## src/rtl/icdf_sign_restore_if.sv

```systemverilog
// icdf_sign_restore_if: flag, magnitude and z-score handshakes of the inverse-CDF sign-restore stage.
interface icdf_sign_restore_if #(
    parameter int WIDTH = 32,
    parameter int DEPTH = 8
);
    logic                       flag_valid;
    logic                       flag_negate;
    logic                       flag_ready;
    logic                       mag_valid;
    logic [WIDTH-1:0]           mag_in;
    logic                       mag_ready;
    logic                       z_valid;
    logic                       z_ready;
    logic [WIDTH-1:0]           z;
    logic [$clog2(DEPTH+1)-1:0] occupancy;
    logic                       orphan_err;
    logic [15:0]                sat_count;

    modport master (
        output flag_valid, flag_negate, mag_valid, mag_in, z_ready,
        input  flag_ready, mag_ready, z_valid, z, occupancy, orphan_err, sat_count
    );

    modport slave (
        input  flag_valid, flag_negate, mag_valid, mag_in, z_ready,
        output flag_ready, mag_ready, z_valid, z, occupancy, orphan_err, sat_count
    );
endinterface

```

## src/rtl/icdf_sign_restore.sv

```systemverilog
// icdf_sign_restore: pairs queued negate flags with returned |z|, clamps to ZMAX and restores the sign.
// Optional ICDF_SAT_COUNT_EN builds the saturating clamp-event counter behind sat_count.
module icdf_sign_restore #(
    parameter int               WIDTH = 32,
    parameter int               FRAC  = 16,
    parameter int               DEPTH = 8,
    parameter logic [WIDTH-1:0] ZMAX  = WIDTH'(8) << FRAC
) (
    input logic               clk,
    input logic               rst_n,
    icdf_sign_restore_if.slave bus
);
    localparam int AW = $clog2(DEPTH);
    localparam int OW = $clog2(DEPTH+1);

    logic             r_mem [DEPTH];
    logic [AW-1:0]    r_wp, r_rp;
    logic [OW-1:0]    r_occ;
    logic             r_zv, r_orphan;
    logic [WIDTH-1:0] r_z;
    logic             w_push, w_fire, w_free, w_sat;
    logic [WIDTH-1:0] w_m, w_z;

    assign w_free = !r_zv || bus.z_ready;
    assign w_push = bus.flag_valid && bus.flag_ready;
    assign w_fire = bus.mag_valid && bus.mag_ready;
    // Any set MSB means a huge unsigned magnitude, so it also clamps.
    assign w_sat  = bus.mag_in[WIDTH-1] || (bus.mag_in > ZMAX);
    assign w_m    = w_sat ? ZMAX : bus.mag_in;
    assign w_z    = r_mem[r_rp] ? -w_m : w_m;

    assign bus.flag_ready = r_occ != OW'(DEPTH);
    assign bus.mag_ready  = (r_occ != '0) && w_free;
    assign bus.z_valid    = r_zv;
    assign bus.z          = r_z;
    assign bus.occupancy  = r_occ;
    assign bus.orphan_err = r_orphan;

    always_ff @(posedge clk) begin
        if (w_push)
            r_mem[r_wp] <= bus.flag_negate;
    end

    always_ff @(posedge clk) begin
        if (!rst_n) begin
            r_wp     <= '0;
            r_rp     <= '0;
            r_occ    <= '0;
            r_zv     <= 1'b0;
            r_z      <= '0;
            r_orphan <= 1'b0;
        end else begin
            if (w_push)
                r_wp <= r_wp + 1'b1;
            if (w_fire)
                r_rp <= r_rp + 1'b1;
            r_occ <= r_occ + OW'(w_push) - OW'(w_fire);
            if (w_fire) begin
                r_zv <= 1'b1;
                r_z  <= w_z;
            end else if (bus.z_ready) begin
                r_zv <= 1'b0;
            end
            if (bus.mag_valid && r_occ == '0 && w_free)
                r_orphan <= 1'b1;
        end
    end

`ifdef ICDF_SAT_COUNT_EN
    logic [15:0] r_sat;

    always_ff @(posedge clk) begin
        if (!rst_n)
            r_sat <= '0;
        else if (w_fire && w_sat && r_sat != 16'hFFFF)
            r_sat <= r_sat + 16'd1;
    end

    assign bus.sat_count = r_sat;
`else
    assign bus.sat_count = '0;
`endif
endmodule

```

## src/flat_wrapper.sv

```systemverilog
// flat-port wrapper written by rule: the top's interface ports become plain ports
module icdf_sign_restore_flat 
#(
    parameter int               WIDTH = 32,
    parameter int               FRAC  = 16,
    parameter int               DEPTH = 8,
    parameter logic [WIDTH-1:0] ZMAX  = WIDTH'(8) << FRAC
)
  (clk, rst_n, bus_flag_valid, bus_flag_negate, bus_mag_valid, bus_mag_in, bus_z_ready, bus_flag_ready, bus_mag_ready, bus_z_valid, bus_z, bus_occupancy, bus_orphan_err, bus_sat_count);
  icdf_sign_restore_if #(.WIDTH(WIDTH), .DEPTH(DEPTH)) bus_i ();
  input logic clk;
  input logic rst_n;
  input wire logic [$bits(bus_i.flag_valid)-1:0] bus_flag_valid;
  input wire logic [$bits(bus_i.flag_negate)-1:0] bus_flag_negate;
  input wire logic [$bits(bus_i.mag_valid)-1:0] bus_mag_valid;
  input wire logic [$bits(bus_i.mag_in)-1:0] bus_mag_in;
  input wire logic [$bits(bus_i.z_ready)-1:0] bus_z_ready;
  output wire logic [$bits(bus_i.flag_ready)-1:0] bus_flag_ready;
  output wire logic [$bits(bus_i.mag_ready)-1:0] bus_mag_ready;
  output wire logic [$bits(bus_i.z_valid)-1:0] bus_z_valid;
  output wire logic [$bits(bus_i.z)-1:0] bus_z;
  output wire logic [$bits(bus_i.occupancy)-1:0] bus_occupancy;
  output wire logic [$bits(bus_i.orphan_err)-1:0] bus_orphan_err;
  output wire logic [$bits(bus_i.sat_count)-1:0] bus_sat_count;
  assign bus_i.flag_valid = bus_flag_valid;
  assign bus_i.flag_negate = bus_flag_negate;
  assign bus_i.mag_valid = bus_mag_valid;
  assign bus_i.mag_in = bus_mag_in;
  assign bus_i.z_ready = bus_z_ready;
  assign bus_flag_ready = bus_i.flag_ready;
  assign bus_mag_ready = bus_i.mag_ready;
  assign bus_z_valid = bus_i.z_valid;
  assign bus_z = bus_i.z;
  assign bus_occupancy = bus_i.occupancy;
  assign bus_orphan_err = bus_i.orphan_err;
  assign bus_sat_count = bus_i.sat_count;
  icdf_sign_restore #(.WIDTH(WIDTH), .FRAC(FRAC), .DEPTH(DEPTH), .ZMAX(ZMAX)) u_core (.clk(clk), .rst_n(rst_n), .bus(bus_i));
endmodule
```

## config.mk

```make
export PLATFORM = sky130hd
export DESIGN_NAME = icdf_sign_restore_flat
export DESIGN_NICKNAME = d
export VERILOG_FILES = /design/src/rtl/icdf_sign_restore_if.sv /design/src/rtl/icdf_sign_restore.sv /design/src/flat_wrapper.sv
export SDC_FILE = /design/constraint.sdc
export NUM_CORES = 1
export LEC_CHECK = 0
export ABC_AREA = 1
export CAP_MARGIN = 20
export CORE_UTILIZATION = 50
export CTS_BUF_LIST = sky130_fd_sc_hd__clkbuf_8
export DETAILED_ROUTE_END_ITERATION = 10
export GPL_ROUTABILITY_DRIVEN = 0
export HOLD_SLACK_MARGIN = 0.05
export PLACE_DENSITY = 0.83
export SYNTH_ARGS = -nofsm -noshare
export SYNTH_HDL_FRONTEND = slang
export SYNTH_SLANG_ARGS = --single-unit
```

## constraint.sdc

```tcl
create_clock -name clk -period 2.75 [get_ports clk]
set_input_delay 0.275 -clock clk [delete_from_list [all_inputs] [get_ports clk]]
set_output_delay 0.275 -clock clk [all_outputs]
set_load 0.005 [all_outputs]
```

== Word-level counts from Yosys, hierarchy flattened ==
Memories as Yosys holds them, arrays and structs flattened. A register that Yosys moved wholly into a read port is not among the register bits.
Index checks and enable logic that the tools add are counted.

* Memory bits (writable): 8
* Input port bits: 38
* Output and inout port bits: 56
* Register bits after elaboration: 44
* Word-level logic and storage cells: 33
* Memories kept: 1

{| class="wikitable"
|+ Memories
! memory !! depth !! width !! rd ports !! clocked after Yosys merged registers in !! write ports !! RTL line !! source
|-
| u_core.r_mem || 8 || 1 || 1 || 1 || 1 || icdf_sign_restore.sv:16 || <nowiki>logic r_mem [DEPTH];</nowiki>
|}

* Reduce and logical (&&, ||, !) cells: 11
* $lt $le $gt $ge: 1
* Equal/unequal tests: 1
* Multiplexer cells: 8
* $add $sub $neg: 5

{| class="wikitable"
|+ Operators with widths
! kind !! count
|-
| 2-to-1 mux 32 bit || 2
|-
| greater-than comparator 32 x 20 -> 1 bit, second input constant || 1
|-
| negator 32 bit || 1
|-
| adder 3 x 1 -> 3 bit, second input constant || 2
|-
| 2-to-1 mux 3 bit || 2
|-
| logical AND 1 bit || 5
|-
| adder 4 x 1 -> 4 bit || 1
|-
| logical NOT 4 bit || 1
|-
| 2-to-1 mux 1 bit || 4
|-
| inequality test 4 bit, second input constant || 1
|-
| nonzero test 4 bit || 1
|-
| subtractor 4 x 1 -> 4 bit || 1
|-
| logical OR 1 bit || 2
|-
| nonzero test 2 bit || 1
|-
| logical NOT 1 bit || 1
|}

== Longest topological paths before layout ==
* Depth in word-level cells: 6
* Mapped depth: 21
* Depth with buffers taken out: 19

== Worst setup path before layout ==
No wires, ideal clock.

* Kind: register to register
* From: register u_core.r_occ[2] (netlist: u_core.bus.occupancy[2])
* To: register u_core.r_occ[2] (netlist: u_core.bus.occupancy[2])
* Setup slack: 0.301 ns
* Setup time: 0.128 ns
* Stages on the path, launching flop included: 15
* Buffers on the path: 2
* Arrival: 2.321 ns
* Period minus slack after synthesis: 2.449 ns
* Path through: dfxtp_1 > inv_1 > ha_1 > nand3_1 > inv_1 > nor2_1 > buf_2 > buf_2 > ha_1 > inv_1 > ha_1 > inv_1 > fa_1 > xor2_1 > nor2_1

* Longest elaborated chain between the ends: 4
* Elaborated cells on any way between the ends: 7
* Those cells by class: add/sub: 2; eq/ne: 1; reduce/logical: 4

{| class="wikitable"
|+ RTL lines
! element !! RTL line !! source
|-
| start: declaration || icdf_sign_restore.sv:18 || <nowiki>logic [OW-1:0] r_occ;</nowiki>
|-
| start signal: assignment || icdf_sign_restore.sv:57 || <nowiki>r_occ <= r_occ + OW'(w_push) - OW'(w_fire);</nowiki>
|-
| nonzero test 4 bit || icdf_sign_restore.sv:33 || <nowiki>assign bus.mag_ready = (r_occ != '0) && w_free;</nowiki>
|-
| logical AND 1 bit || icdf_sign_restore.sv:33 ||
|-
| logical AND 1 bit || icdf_sign_restore.sv:26 || <nowiki>assign w_fire = bus.mag_valid && bus.mag_ready;</nowiki>
|-
| via u_core.w_fire || icdf_sign_restore.sv:21 || <nowiki>logic w_push, w_fire, w_free, w_sat;</nowiki>
|-
| subtractor 4 x 1 -> 4 bit || icdf_sign_restore.sv:57 ||
|}

The timed path passes the listed nets, and every way through them passes these cells.
A chain may end at the register's enable or synchronous reset.

== Worst setup path after layout ==
* From: input bus_mag_in[7]
* To: register u_core.r_z[10] (netlist: u_core.bus.z[10])

* Longest elaborated chain between the ends: 5

{| class="wikitable"
|+ RTL lines
! element !! RTL line !! source
|-
| start: declaration || flat_wrapper.sv:16 || <nowiki>input wire logic [$bits(bus_i.mag_in)-1:0] bus_mag_in;</nowiki>
|-
| greater-than comparator 32 x 20 -> 1 bit || icdf_sign_restore.sv:28 || <nowiki>assign w_sat = bus.mag_in[WIDTH-1] || (bus.mag_in > ZMAX);</nowiki>
|-
| logical OR 1 bit || icdf_sign_restore.sv:28 ||
|-
| 2-to-1 mux 32 bit * || icdf_sign_restore.sv:29 || <nowiki>assign w_m = w_sat ? ZMAX : bus.mag_in;</nowiki>
|-
| negator 32 bit || icdf_sign_restore.sv:30 || <nowiki>assign w_z = r_mem[r_rp] ? -w_m : w_m;</nowiki>
|-
| 2-to-1 mux 32 bit * || icdf_sign_restore.sv:30 ||
|-
| end signal: assignment || icdf_sign_restore.sv:60 || <nowiki>r_z <= w_z;</nowiki>
|-
| end: declaration || icdf_sign_restore.sv:20 || <nowiki>logic [WIDTH-1:0] r_z;</nowiki>
|}

Every way passes the cells marked *; elsewhere a longest branch is shown, timed or not.

==> metrics <==
run status finished, final reports clean; switching power total 0.00107 W; final routed wire length divided by cell count 11.9 um; Cell Rows 29; total count of max-transition violations in the final report 0; share of the clock period used by the worst path after layout 83.4%; setup slack, reg-to-reg 0.46 ns; crit path max fanout 8; met3 routed wirelength 435 um; number of DRC violations after detailed-routing iteration 0 161; core region area 0.00639 mm2; starting utilization of the core area 52.0%; netlist area before placement 0.00332 mm2; total vias in the final route 3251; worst rel slew slack 58.3%; Inserted Diodes 0; maximum clock insertion buffer count 2; Total Wirelength 7.85 mm; Die H 83.5 um; post-DP HPWL 6.10 mm; Num CTS Buffers 5; fraction of final layout cells sized beyond drive strength 1 4.81%; final-report setup violation count 0; CP endpoint kind flop; final layout net count 629; total global routing overflow 0; Synth warnings 0; post-cts sizing count 0; total track usage 23.2%; Leakage 2.00 nW; flip-flop and latch area 0.00118 mm2; Cells on Worst Hold Path 1; filler instances 601; flops & latches, synth 55; Die Area 0.00698 mm2; Data required, critical path 2.97 ns; number of cells traversed by the worst register-to-register path 11; number of global-route vias before repair 3057; peak ir drop on the vdd network 0.000471 V; final worst clock skew 0.0105 ns; final total negative setup slack 0 ns; total power per unit cell area 692 mW/mm2; Clock Power Share 15.6%; clock latency of the later-clocked register in the worst-skew pair 0.31 ns; cell internal pwr 0.00182 W; Post-CTS Hold Fix Bufs 0; I/O pin count 94; Max-cap violations 0; Via-to-Cell Ratio 4.93; area grow syn2layout 25.4%; destination of the worst register-to-register timing path u_core.bus.z[9]$_SDFFE_PN0P_; post-synth cell types 32; setup slack after layout 0.455 ns; wl on met1 3.40 mm; global-route wire length before repair 13.4 mm; Post-Synthesis Cells 509; register share of total power 39.5%; fraction of power spent switching nets 37.0%; CTS tree yes; worst hold path startpoint u_core.r_rp[2]$_SDFFE_PN0P_; top layer reached by signal wires met4; per-instance average area after synthesis 6.53 um2; critical path data arrival time 2.51 ns; worst-margin pin slew 0.620 ns; router iterations before antenna repair 4; CTS clk-pin slew, worst paths 0.10 ns; drc violations 0; count of buffers inserted at the top-level ports 77; count of final hold-check violations 0; combinational fraction of design power 44.9%; number of antenna-violating nets in the routed design 0; Fmax achieved 436 MHz; H-tree depth 2; number of antenna violations at the first check in global routing 0; kind of path behind the tightest hold check flop to flop; Setup crit start kind input pin; pin count of the biggest net entering global routing 50; wire length on met2 3.95 mm; RSZ-0062 raised after global routing no; horizontal extent of the die 83.5 um; footprint of the multi-input gates 0.00170 mm2; clock period minus worst slack 2.29 ns; buffer type at the clock tree root sky130_fd_sc_hd__clkbuf_8; post-CTS setup buffer count 0; DP Worst Slack 0.158 ns; sequential share of the synthesized area 35.5%; clock sink count 55; type of the worst setup path input pin to flop
## placed cells by master (no fill, tap or decap), types with 8 or more instances in the layout
cell and instances:
sky130_fd_sc_hd__a21oi_1 27, sky130_fd_sc_hd__inv_1 75, sky130_fd_sc_hd__conb_1 16, sky130_fd_sc_hd__ha_1 9, sky130_fd_sc_hd__o21ai_0 25, sky130_fd_sc_hd__dfxtp_1 47, sky130_fd_sc_hd__clkdlybuf4s50_1 77, sky130_fd_sc_hd__nand2_1 112
sky130_fd_sc_hd__nor2_1 100, sky130_fd_sc_hd__nand3_1 22, sky130_fd_sc_hd__edfxtp_1 8
## how the worst max path moves through the flow
stage / start / to / slack, ns
2_1_floorplan: u_core.bus.occupancy[2]$_SDFF_PN0_ / u_core.bus.occupancy[2]$_SDFF_PN0_ / 0.30
3_3_place_gp: bus_mag_in[7] / u_core.bus.z[18]$_SDFFE_PN0P_ / 0.25
3_5_place_dp: bus_mag_in[7] / u_core.bus.z[18]$_SDFFE_PN0P_ / 0.16
4_1_cts: flop / u_core.bus.z[6]$_SDFFE_PN0P_ / 0.45
5_1_grt: flop / u_core.bus.z[9]$_SDFFE_PN0P_ / 0.18
6_report: bus_mag_in[7] / u_core.bus.z[10]$_SDFFE_PN0P_ / 0.46
## cells by family after synthesis
logic type / count (synthesis) / share of synthesized area (%)
compound gates: 72 / 12.1
xor+xnor: 5 / 1.32
fa+ha+maj: 10 / 3.99
buf+inv: 111 / 15.2
flops: 55 / 35.5
other cells: 1 / 0.113
simple gates: 255 / 31.7
## power by group through the flow
stage                     clock network, W  registers, W  logic [W]
after floorplan                          0       0.00115   0.000734
after global placement                   0       0.00115    0.00125
after detailed placement                 0       0.00115    0.00130
after CTS                         0.000458       0.00114    0.00131
after global routing              0.000492       0.00116    0.00145
final                             0.000450       0.00114    0.00129
## per-stage QoR
| stage | cell area, um2 | utilization [%] | total power, W | hold WS, ns | instances |
|---|---|---|---|---|---|
| after CTS | 4170 | 65.2 | 0.00290 | 0.455 | 659 |
| after detailed placement | 4080 | 63.9 | 0.00245 | 0.440 | 651 |
| after floorplan | 3380 | - | 0.00188 | 0.374 | 524 |
| final | 4170 | 65.2 | 0.00288 | 0.463 | 659 |
| after global placement | 4080 | 63.9 | 0.00240 | 0.424 | 651 |
| after global routing | 4170 | 65.2 | 0.00310 | 0.502 | 659 |
## state kept, by name, indices dropped and copies added (netlist names), named ones only
signal                 cells
u_core.r_wp                3
u_core.r_mem               8
u_core.bus.orphan_err      1
u_core.bus.z              32
u_core.r_rp                3
u_core.bus.occupancy       4
u_core.bus.z_valid         1
## cell type report
class / count / area share (%)
clock buffer: 5 / 1.65
multi-input combinational: 358 / 40.8
tap: 77 / 2.31
sequential: 55 / 28.3
timing repair buffer: 81 / 19.2
inverter: 80 / 7.21
clock inverter: 3 / 0.450
## cell usage after synthesis
cell,instances,area [um2]
sky130_fd_sc_hd__nand2_1,112,420
sky130_fd_sc_hd__nor2_1,101,379
sky130_fd_sc_hd__inv_1,75,282
sky130_fd_sc_hd__dfxtp_1,47,941
sky130_fd_sc_hd__a21oi_1,27,135
sky130_fd_sc_hd__o21ai_0,25,125
sky130_fd_sc_hd__nand3_1,22,110
sky130_fd_sc_hd__buf_4,18,135
sky130_fd_sc_hd__ha_1,9,113
sky130_fd_sc_hd__edfxtp_1,8,240
sky130_fd_sc_hd__o31ai_1,6,45.0
sky130_fd_sc_hd__buf_2,5,25.0
sky130_fd_sc_hd__clkbuf_1,5,18.8
sky130_fd_sc_hd__inv_2,5,18.8
sky130_fd_sc_hd__nand3b_1,5,37.5
sky130_fd_sc_hd__o21ai_1,5,25.0
sky130_fd_sc_hd__xor2_1,5,43.8
sky130_fd_sc_hd__nand3_2,4,40.0
sky130_fd_sc_hd__nand4_1,4,25.0
sky130_fd_sc_hd__nand2_2,3,18.8
sky130_fd_sc_hd__nor2_2,3,18.8
sky130_fd_sc_hd__o211ai_1,3,22.5
sky130_fd_sc_hd__buf_6,2,22.5
sky130_fd_sc_hd__o41ai_1,2,17.5
sky130_fd_sc_hd__a211oi_1,1,7.51
sky130_fd_sc_hd__a31oi_1,1,6.26
sky130_fd_sc_hd__a32o_1,1,10.0
sky130_fd_sc_hd__buf_1,1,3.75
sky130_fd_sc_hd__conb_1,1,3.75
sky130_fd_sc_hd__fa_1,1,20.0
sky130_fd_sc_hd__nor3_1,1,5.00
sky130_fd_sc_hd__o21bai_1,1,7.51
## routing by layer
metal	global-route usage, %	vias to the layer above
met3	4.15	7
met2	42.5	96
met1	27.8	1447
met4	6.63	0
li1	-	1701
met5	0	-
## worst max-delay path: stages
cell and delay (ns):
sky130_fd_sc_hd__clkdlybuf4s50_1 0.51, sky130_fd_sc_hd__inv_1 0.12, sky130_fd_sc_hd__nand2_1 0.06, sky130_fd_sc_hd__nor2_1 0.08, sky130_fd_sc_hd__nand2_1 0.07, sky130_fd_sc_hd__nor2_1 0.11, sky130_fd_sc_hd__nand2_1 0.07, sky130_fd_sc_hd__nand2_2 0.14
sky130_fd_sc_hd__nand2_1 0.10, sky130_fd_sc_hd__ha_1 0.23, sky130_fd_sc_hd__nand2_1 0.11, sky130_fd_sc_hd__inv_1 0.07, sky130_fd_sc_hd__nand2_1 0.10, sky130_fd_sc_hd__nor2_1 0.09, sky130_fd_sc_hd__o21ai_0 0.16, sky130_fd_sc_hd__nand3_1 0.10
sky130_fd_sc_hd__nand2_1 0.09, sky130_fd_sc_hd__inv_1 0.03
(Power assumes the default switching activity.)
==> variant, RTL diff (same flow settings) <==
`DEPTH` is set to 8 in 3 places; all go to 4.
--- a/src/rtl/icdf_sign_restore_if.sv
+++ b/src/rtl/icdf_sign_restore_if.sv
@@ -3,3 +3,3 @@
     parameter int WIDTH = 32,
-    parameter int DEPTH = 8
+    parameter int DEPTH = 4
 );
--- a/src/rtl/icdf_sign_restore.sv
+++ b/src/rtl/icdf_sign_restore.sv
@@ -5,3 +5,3 @@
     parameter int               FRAC  = 16,
-    parameter int               DEPTH = 8,
+    parameter int               DEPTH = 4,
     parameter logic [WIDTH-1:0] ZMAX  = WIDTH'(8) << FRAC
--- a/src/flat_wrapper.sv
+++ b/src/flat_wrapper.sv
@@ -5,3 +5,3 @@
     parameter int               FRAC  = 16,
-    parameter int               DEPTH = 8,
+    parameter int               DEPTH = 4,
     parameter logic [WIDTH-1:0] ZMAX  = WIDTH'(8) << FRAC
Ports: changed (resized bus_occupancy); port bits go from 94 to 93. The function was not compared with the original's and may differ.
==> variant against the original RTL <==
- power is 19% lower
- die area is 16% lower
- synthesized cell count is 17% lower
- setup slack worse by 0.085 ns
- core utilization is 4.0 points higher
- design area is 13% lower
- wire length is 19% lower
- sequential cell count is 8 lower
- non-clock buffer count is 1 lower
- synthesized area is 16% lower
- sequential power is 15% lower
==> variant: results (changes against the original RTL) <==
[outcome]
status=finished clean  ; unchanged

[synthesis]
postSynthAreaPerCell_um2=6.57  ; was 6.53 µm²
synth_common_cells=nand2_1, inv_1, nor2_1  ; was nand2_1, nor2_1, inv_1
ys_types=33  ; was 32
synth-compound-area-share_pct=16.2  ; was 12.1%
synth_xor_area_share_pct=1.89  ; was 1.32%
synth_edf_count=4  ; was 8
synth_fa_ha_area_share_pct=3.86  ; was 3.99%

[final_layout]
drive_gt1_share_pct=5.03  ; was 4.81%
final_core_util_pct=69.2  ; was 65.2%
num-fill-cells=455  ; was 601
final_nets=542  ; was 629

[critical_path]
rr_worst_depth=10  ; was 11
setup.worst_path.end=u_core.bus.z[22]$_SDFFE_PN0P_  ; was u_core.bus.z[10]$_SDFFE_PN0P_
r2r_end=u_core.bus.occupancy[2]$_SDFF_PN0_  ; was u_core.bus.z[9]$_SDFFE_PN0P_
crit_start=bus_mag_in[13]  ; was bus_mag_in[7]
r2r_start=u_core.bus.occupancy[1]$_SDFF_PN0_
regToRegSetupSlack_ns=0.70  ; was 0.46 ns
crit_fanout=6  ; was 8

[routing]
vias=2794  ; was 3,251
drtIter0Drc=160  ; was 161
wirelength_um=6380  ; was 7850 µm
drtPass1Iterations=5  ; was 4

[place]
placed_cell_area_um2=3540  ; was 4080 µm²
dp_cells=559  ; was 651
dp_hpwl_um=4950  ; was 6100 µm
place_ws_ns=0.107  ; was 0.158 ns

[global_routing]
grt_use_met3_pct=3.69  ; was 4.15%
grt_use_total_pct=22.6  ; was 23.2%
use_met2_pct=39.5  ; was 42.5%
grt_first_pass_wirelength_um=10900  ; was 13,400 µm
grt_pass1_vias=2476  ; was 3,057
met1_usage_pct=27.8  ; about the same
grt_max_degree=41  ; was 50

[sta]
finClkSkew_ns=0.00670  ; was 0.0105 ns
tightest_slew_ns=0.756  ; was 0.620 ns
finalCritPeriodShare_pct=86.5  ; was 83.4%

[power_and_ir_drop]
ir_drop_v=0.000326  ; was 0.000471 V
leakage_nw=1.68  ; was 2.00 nW

[cts]
clkSlewWorstSetupHoldPaths_ns=0.08  ; was 0.10 ns

==> variant: cell types whose count changed in the layout (fill, tap and decap cells not counted), sizes merged, moves of 8 or more <==
cell / delta
nor2: -43
nand2: -23
inv: -11
a21oi: +10
nand3: -8
==> variant: power breakdown <==
| part | total (mW) | leakage (nW) | internal, mW | switching (mW) |
|---|---|---|---|---|
| logic | 0.973 | 1.25 | 0.493 | 0.481 |
| clock network | 0.398 | 0.0470 | 0.174 | 0.223 |
| registers | 0.970 | 0.390 | 0.868 | 0.103 |
==> variant: cell type report <==
type	count	area (µm²)	area share (%)
Multi-Input combinational cell	292	1420	39.1
Timing Repair Buffer	80	791	21.8
Sequential cell	47	981	27.1
Clock inverter	3	16.3	0.449
Clock buffer	5	68.8	1.90
Inverter	70	263	7.25
Tap cell	70	87.6	2.42
==> variant: worst max-delay path: stages <==
cell and delay, ns:
clkdlybuf4s50_1 0.57, inv_1 0.06, nand2_1 0.09, nor2_1 0.05
nand2_1 0.05, nor2_1 0.05, nand2_2 0.07, nand2_4 0.06
nand2_1 0.09, ha_1 0.17, inv_1 0.05, nor2_1 0.15
nand2_1 0.15, nor2_2 0.15, nand2_1 0.12, o21ai_2 0.28
a21oi_1 0.11
==> variant: worst min path at each step <==
stage | end | depth (start not counted) | slack (ns) | startpoint
2_1_floorplan | u_core.r_mem[0]$_DFFE_PP_ | 0 | 0.37 | bus_flag_negate
3_3_place_gp | u_core.bus.orphan_err$_SDFFE_PN0P_ | 2 | 0.45 | u_core.bus.orphan_err$_SDFFE_PN0P_
3_5_place_dp | u_core.r_rp[1]$_SDFFE_PN0P_ | 2 | 0.46 | u_core.r_rp[1]$_SDFFE_PN0P_
4_1_cts | u_core.r_rp[1]$_SDFFE_PN0P_ | 2 | 0.47 | u_core.r_rp[1]$_SDFFE_PN0P_
5_1_grt | u_core.bus.z[29]$_SDFFE_PN0P_ | 2 | 0.49 | u_core.bus.z[29]$_SDFFE_PN0P_
6_report | u_core.bus.z[29]$_SDFFE_PN0P_ | 2 | 0.47 | u_core.bus.z[29]$_SDFFE_PN0P_
==> variant: cells by family after synthesis <==
logic type | count (synthesis)
AND/OR/NAND/NOR | 180
buffers and inverters | 100
AO/OA/AOI/OAI | 82
flip-flops | 47
adder cells (fa/ha/maj) | 8
XOR/XNOR | 6
other | 1
==> variant: per-layer routing <==
metal / routed length [µm] / vias up
li1: - / 1448
met1: 2840 / 1221
met2: 3020 / 112
met3: 375 / 13
met4: 136 / 0
met5: 0 / -
